### config.mk
export PLATFORM = sky130hd
export DESIGN_NAME = jk_reg_counter
export DESIGN_NICKNAME = d
export VERILOG_FILES = /design/src/rtl/jk_reg_counter.sv
export SDC_FILE = /design/constraint.sdc
export NUM_CORES = 1
export LEC_CHECK = 0
export CORE_MARGIN = 2
export CORE_UTILIZATION = 45
export CTS_CLUSTER_SIZE = 20
export DETAILED_ROUTE_END_ITERATION = 8
export HOLD_SLACK_MARGIN = 0.03
export PLACE_DENSITY = 0.79
export SKIP_LAST_GASP = 1
export SYNTH_ARGS = -nofsm -noshare
export SYNTH_HDL_FRONTEND = slang
export SYNTH_SLANG_ARGS = --single-unit
### constraint.sdc
create_clock -name clk -period 2.7 [get_ports clk]
set_input_delay 0.27 -clock clk [delete_from_list [all_inputs] [get_ports clk]]
set_output_delay 0.27 -clock clk [all_outputs]
set_load 0.05 [all_outputs]
### src/rtl/jk_reg_counter.sv
// WIDTH-bit register/counter with per-bit JK control, up/down counting and parallel load.
// Provides complementary outputs, a combinational terminal-count flag and a sticky overflow flag.
module jk_reg_counter #(
    parameter int               WIDTH     = 8,
    parameter bit               NEG_EDGE  = 1'b1,
    parameter logic [WIDTH-1:0] RESET_VAL = '0,
    parameter bit               WRAP      = 1'b1
) (
    input  logic             clk,
    input  logic             reset,
    input  logic             en,
    input  logic [1:0]       mode,
    input  logic [WIDTH-1:0] j,
    input  logic [WIDTH-1:0] k,
    input  logic [WIDTH-1:0] d,
    input  logic             clr_ovf,
    output logic [WIDTH-1:0] q,
    output logic [WIDTH-1:0] qb,
    output logic             tc,
    output logic             ovf
);

    localparam logic [1:0]       MODE_JK   = 2'b00;
    localparam logic [1:0]       MODE_UP   = 2'b01;
    localparam logic [1:0]       MODE_DOWN = 2'b10;
    localparam logic [1:0]       MODE_LOAD = 2'b11;
    localparam logic [WIDTH-1:0] ALL_ONES  = '1;
    localparam logic [WIDTH-1:0] ALL_ZERO  = '0;
    localparam logic [WIDTH-1:0] ONE       = WIDTH'(1);

    logic [WIDTH-1:0] q_q, q_d;
    logic [WIDTH-1:0] qb_q, qb_d;
    logic             ovf_q, ovf_d;
    logic [WIDTH-1:0] jk_next;
    logic             up_limit, down_limit;

    // Each bit follows the JK characteristic: hold, clear, set or toggle.
    generate
        for (genvar gi = 0; gi < WIDTH; gi++) begin : g_jk_bit
            always_comb begin
                jk_next[gi] = q_q[gi];
                case ({j[gi], k[gi]})
                    2'b01:   jk_next[gi] = 1'b0;
                    2'b10:   jk_next[gi] = 1'b1;
                    2'b11:   jk_next[gi] = ~q_q[gi];
                    default: jk_next[gi] = q_q[gi];
                endcase
            end
        end
    endgenerate

    always_comb begin
        up_limit   = en && (mode == MODE_UP)   && (q_q == ALL_ONES);
        down_limit = en && (mode == MODE_DOWN) && (q_q == ALL_ZERO);
    end

    always_comb begin
        q_d = q_q;
        if (en) begin
            case (mode)
                MODE_JK:   q_d = jk_next;
                MODE_UP:   q_d = (up_limit && !WRAP) ? ALL_ONES : q_q + ONE;
                MODE_DOWN: q_d = (down_limit && !WRAP) ? ALL_ZERO : q_q - ONE;
                MODE_LOAD: q_d = d;
                default:   q_d = q_q;
            endcase
        end
        qb_d = ~q_d;
        // A limit event outranks a simultaneous clear request.
        if (up_limit || down_limit) begin
            ovf_d = 1'b1;
        end else if (clr_ovf) begin
            ovf_d = 1'b0;
        end else begin
            ovf_d = ovf_q;
        end
    end

    generate
        if (NEG_EDGE) begin : g_neg_edge
            always_ff @(negedge clk or posedge reset) begin
                if (reset) begin
                    q_q   <= RESET_VAL;
                    qb_q  <= ~RESET_VAL;
                    ovf_q <= 1'b0;
                end else begin
                    q_q   <= q_d;
                    qb_q  <= qb_d;
                    ovf_q <= ovf_d;
                end
            end
        end else begin : g_pos_edge
            always_ff @(posedge clk or posedge reset) begin
                if (reset) begin
                    q_q   <= RESET_VAL;
                    qb_q  <= ~RESET_VAL;
                    ovf_q <= 1'b0;
                end else begin
                    q_q   <= q_d;
                    qb_q  <= qb_d;
                    ovf_q <= ovf_d;
                end
            end
        end
    endgenerate

    assign q   = q_q;
    assign qb  = qb_q;
    assign ovf = ovf_q;
    assign tc  = up_limit || down_limit;

endmodule
==> results.json, run 1 <==
{
  "cts_buffer_depth": 2,
  "htree_levels": 1,
  "syn_area_um2": 1360,
  "cts_made_buffers": 3,
  "synth_edf_count": 0,
  "rows": 19,
  "die_h_um": 59,
  "pin_count": 48,
  "synthArstFlopShare_pct": 100,
  "crit_endpoint": "tc",
  "die_w_um": 59,
  "outcome": "aborted with a tool error",
  "endpoint_type": "output port",
  "grt_max_degree": 15,
  "ys_types": 50,
  "port_buffers": 47,
  "failing_step": "global routing (5_1_grt)",
  "synth_area_leader_cell": "dfrtn_1",
  "start_util_pct": 48.5,
  "syn-instance-count": 161,
  "synth_top_flop_cell": "dfrtn_1",
  "ys_warn_count": 0,
  "root_buffer": "clkbuf_4",
  "avgSynthCellArea_um2": 8.46,
  "ys_ff_latch": 17,
  "synth_top_cell_area_share_pct": 16.5,
  "synth_seq_area_share_pct": 32.0,
  "holdBufCountCts": 0,
  "placed_area_um2": 2310,
  "gp_congestion": 0.862,
  "clock_sinks": 17,
  "error_line": "[ERROR DPL-0038] Utilization greater than 100%, impossible to legalize",
  "synth_nets": 197,
  "synth.area.top_cells": "dfrtn_1, dfstp_2, ha_1, a21oi_1, inv_1",
  "dp_hpwl_um": 3650
}
==> kinds of logic after synthesis <==
| family | after synthesis | share of synthesized area [%] |
|---|---|---|
| AO/OA/AOI/OAI | 55 | 29.1 |
| AND/OR/NAND/NOR | 49 | 18.6 |
| buffers and inverters | 27 | 10.2 |
| flip-flops | 17 | 32.0 |
| XOR/XNOR | 6 | 3.86 |
| adder cells (fa/ha/maj) | 6 | 5.51 |
| multiplexers | 1 | 0.735 |
==> what timing repair did <==
item,4_1_cts
endpoints found under the setup margin,23
hold endpoints to repair,0
buffers inserted,18
pin swaps,24
gates resized for setup,49
==> synthesized netlist by cell type (all sizes together) (4+ instances only) <==
master  instances
a21oi          14
inv            14
nand2          14
nor2           11
dfrtn           9
buf             8
dfstp           8
o21ai           7
ha              6
a22oi           5
clkbuf          5
nand2b          5
nand3           5
nor3            4
xor2            4
==> metrics by stage <==
step / setup slack [ns] / cells / utilization (%) / hold WS, ns
2_1_floorplan: -0.827 / 161 / - / 0.775
3_3_place_gp: -1.26 / 267 / 82.4 / 0.493
3_5_place_dp: -1.37 / 267 / 82.4 / 0.496
4_1_cts: -0.546 / 295 / 95.2 / 0.499
==> run 2: changes to the inputs <==
- CORE_UTILIZATION: 45 -> 30
- CTS_CLUSTER_SIZE: 20 -> unset
- HOLD_SLACK_MARGIN: 0.03 -> unset
- PLACE_DENSITY: 0.79 -> unset
- PLACE_DENSITY_LB_ADDON: unset -> 0.15
==> run 2 against run 1 <==
Effect of this change:
- the flow now finishes, with violations (negative setup slack)
- area after synthesis did not move
- synthesized cell count unchanged
==> results.json, run 2 <==
{
  "outcome": "finished, violations left",
  "violations": "negative setup slack",
  "crit_type": "flop to output pin",
  "cp-start-kind": "flop",
  "clock_sinks": 17,
  "viasPerCell": 5.25,
  "drc": 0,
  "cellPowerDensity_nw_per_um2": 677,
  "setup_tns_ns": -4.25,
  "synth_nets": 197,
  "hold_viol_final": 0,
  "dr.first_iter.drc_count": 54,
  "die_w_um": 71.4,
  "rows": 24,
  "num-nets-final": 303,
  "p_total_mw": 1.93,
  "pin_count": 48,
  "wl_per_cell_um": 15.6,
  "maxCapViolations": 0,
  "clockPowerShare_pct": 12.9,
  "synth_commonest_cells": "a21oi_1, inv_1, nand2_1",
  "ys_ff_latch": 17,
  "dr_total_vias": 1671,
  "fin_area_um2": 2850,
  "max_slew_margin_pct": 73.7,
  "synth_top_flop_cell": "dfrtn_1",
  "dp_hpwl_um": 3710,
  "ys_warn_count": 0,
  "synthArstFlopShare_pct": 100,
  "grtUsageTotal_pct": 20.3,
  "drive_above_1_share_pct": 49.6,
  "cts_tree": "yes",
  "port_buffers": 47,
  "antenna_left": 0,
  "switching_share_pct": 42.5,
  "cts_made_buffers": 3,
  "power_frac_comb_pct": 65.5,
  "synth_top_cell_area_share_pct": 16.5,
  "firstDrtPassIters": 4,
  "skew_ns": 0.0598,
  "critPathMaxFanout": 3,
  "p_sw_uw": 819,
  "die-area_um2": 5090,
  "setup_violations": 18,
  "seqPwrFrac_pct": 21.7,
  "gp_congestion": 0.879,
  "grt_max_degree": 19,
  "hold_class": "flop to flop",
  "die_h_um": 71.4,
  "drv_slew": 0,
  "intPower_mw": 1.11,
  "clk_pin_slew_ns": 0.05,
  "syn-instance-count": 161,
  "cp.arrival_ns": 2.93,
  "final_cell_mix": "buf_4, clkdlybuf4s50_1, buf_12",
  "avgSynthCellArea_um2": 8.46,
  "area_growth_pct": 109,
  "final_common_cell": "buf_4",
  "tightest_slew_ns": 0.393,
  "cp-end-kind": "output pin",
  "placed_area_um2": 2380,
  "cts_buffer_depth": 2,
  "antenna_cells_inserted": 0,
  "grt_pass1_wl_um": 8210,
  "gr-total-overflow": 0,
  "synth_area_leader_cell": "dfrtn_1",
  "irDropWorstVdd_mv": 0.517,
  "clk_latency_ns": 0.33,
  "synth_seq_area_share_pct": 32.0,
  "grt_pass1_vias": 1751,
  "syn_area_um2": 1360,
  "n_fill_cell": 350,
  "start_util_pct": 31.3,
  "root_buffer": "clkbuf_8",
  "ys_types": 50,
  "rsz0062_at_grt": "true",
  "synth.area.top_cells": "dfrtn_1, dfstp_2, ha_1, a21oi_1, inv_1",
  "routed_wl_um": 4980,
  "htree_levels": 1,
  "worstPathRequired_ns": 2.43,
  "p_leak_nw": 1.27,
  "fp.coreArea_um2": 4350,
  "antenna_found_initial": 0,
  "synth_edf_count": 0,
  "worst_slack_ns": -0.500
}
-- run 2: cell counts after synthesis --
No cell type changed its count.
-- run 2: cell type report --
type / count / area [um^2] / share of cell area [%]
flip-flops and latches: 17 / 435 / 15.3
inverters: 13 / 67.6 / 2.37
repair buffers: 107 / 1190 / 41.8
well taps: 52 / 65.1 / 2.29
clock buffers: 4 / 45.0 / 1.58
clock inverters: 8 / 30.0 / 1.06
multi-input cells: 117 / 1010 / 35.6
-- run 2: critical path, cell delays in order, from the launching register on --
cell and delay, ns:
dfrtn_1 0.51, nand4_1 0.16, nor3_1 0.22, o21a_2 0.19, buf_6 0.10, buf_12 0.12
-- run 2: logic make-up after synthesis --
logic type,count (synthesis),share of synthesized area (%)
and+or+nand+nor,49,18.6
adders and majority gates,6,5.51
DFF,17,32.0
AOI/OAI and AO/OA,55,29.1
buffers and inverters,27,10.2
muxes,1,0.735
xor gates and xnor gates,6,3.86
-- run 2: power groups by stage --
stage,clock (mW),sequential (mW),combinational (mW)
finish,0.248,0.417,1.26
global route,0.282,0.423,1.33
CTS,0.256,0.413,1.19
detailed placement,0.0206,0.416,1.08
global placement,0.0206,0.414,1.06
floorplan,0.0206,0.620,0.337
-- run 2: layer usage --
metal  track usage (%)  wire length (um)  vias to the layer above
met5                 0                 0                        -
met2              35.4              2590                       60
li1                  -                 -                      789
met3              4.22               229                       12
met4              6.50               124                        0
met1              24.9              2040                      810
-- run 2: path summary, 6_finish.rpt --
kind	slack, ns	cells past startpoint	start	to
setup / recovery	-0.50	5	q[1]	tc
hold / removal	0.50	1	ovf	ovf
setup reg to reg	0.43	10	q[1]	q[4]
hold reg to reg	0.50	1	ovf	ovf
max in group asynchronous	0.80	3	reset	qb[4]
min in group asynchronous	1.56	3	reset	async pin
-- run 2: what timing repair did --
item,4_1_cts,5_1_grt
hold buffers,0,0
pin swaps,28,18
setup endpoints to repair,22,23
setup buffers,11,8
gates resized for setup,48,23
-- run 2: stage by stage --
stage          setup WS, ns  std cells  util [%]  hold WS, ns
2_1_floorplan        -0.827        161         -        0.775
3_3_place_gp          -1.27        292      54.7        0.491
3_5_place_dp          -1.38        292      54.7        0.496
4_1_cts              -0.467        314      62.4        0.502
5_1_grt              -0.557        318      65.3        0.524
6_report             -0.500        318      65.3        0.505
Power figures use the tool's default switching activity.
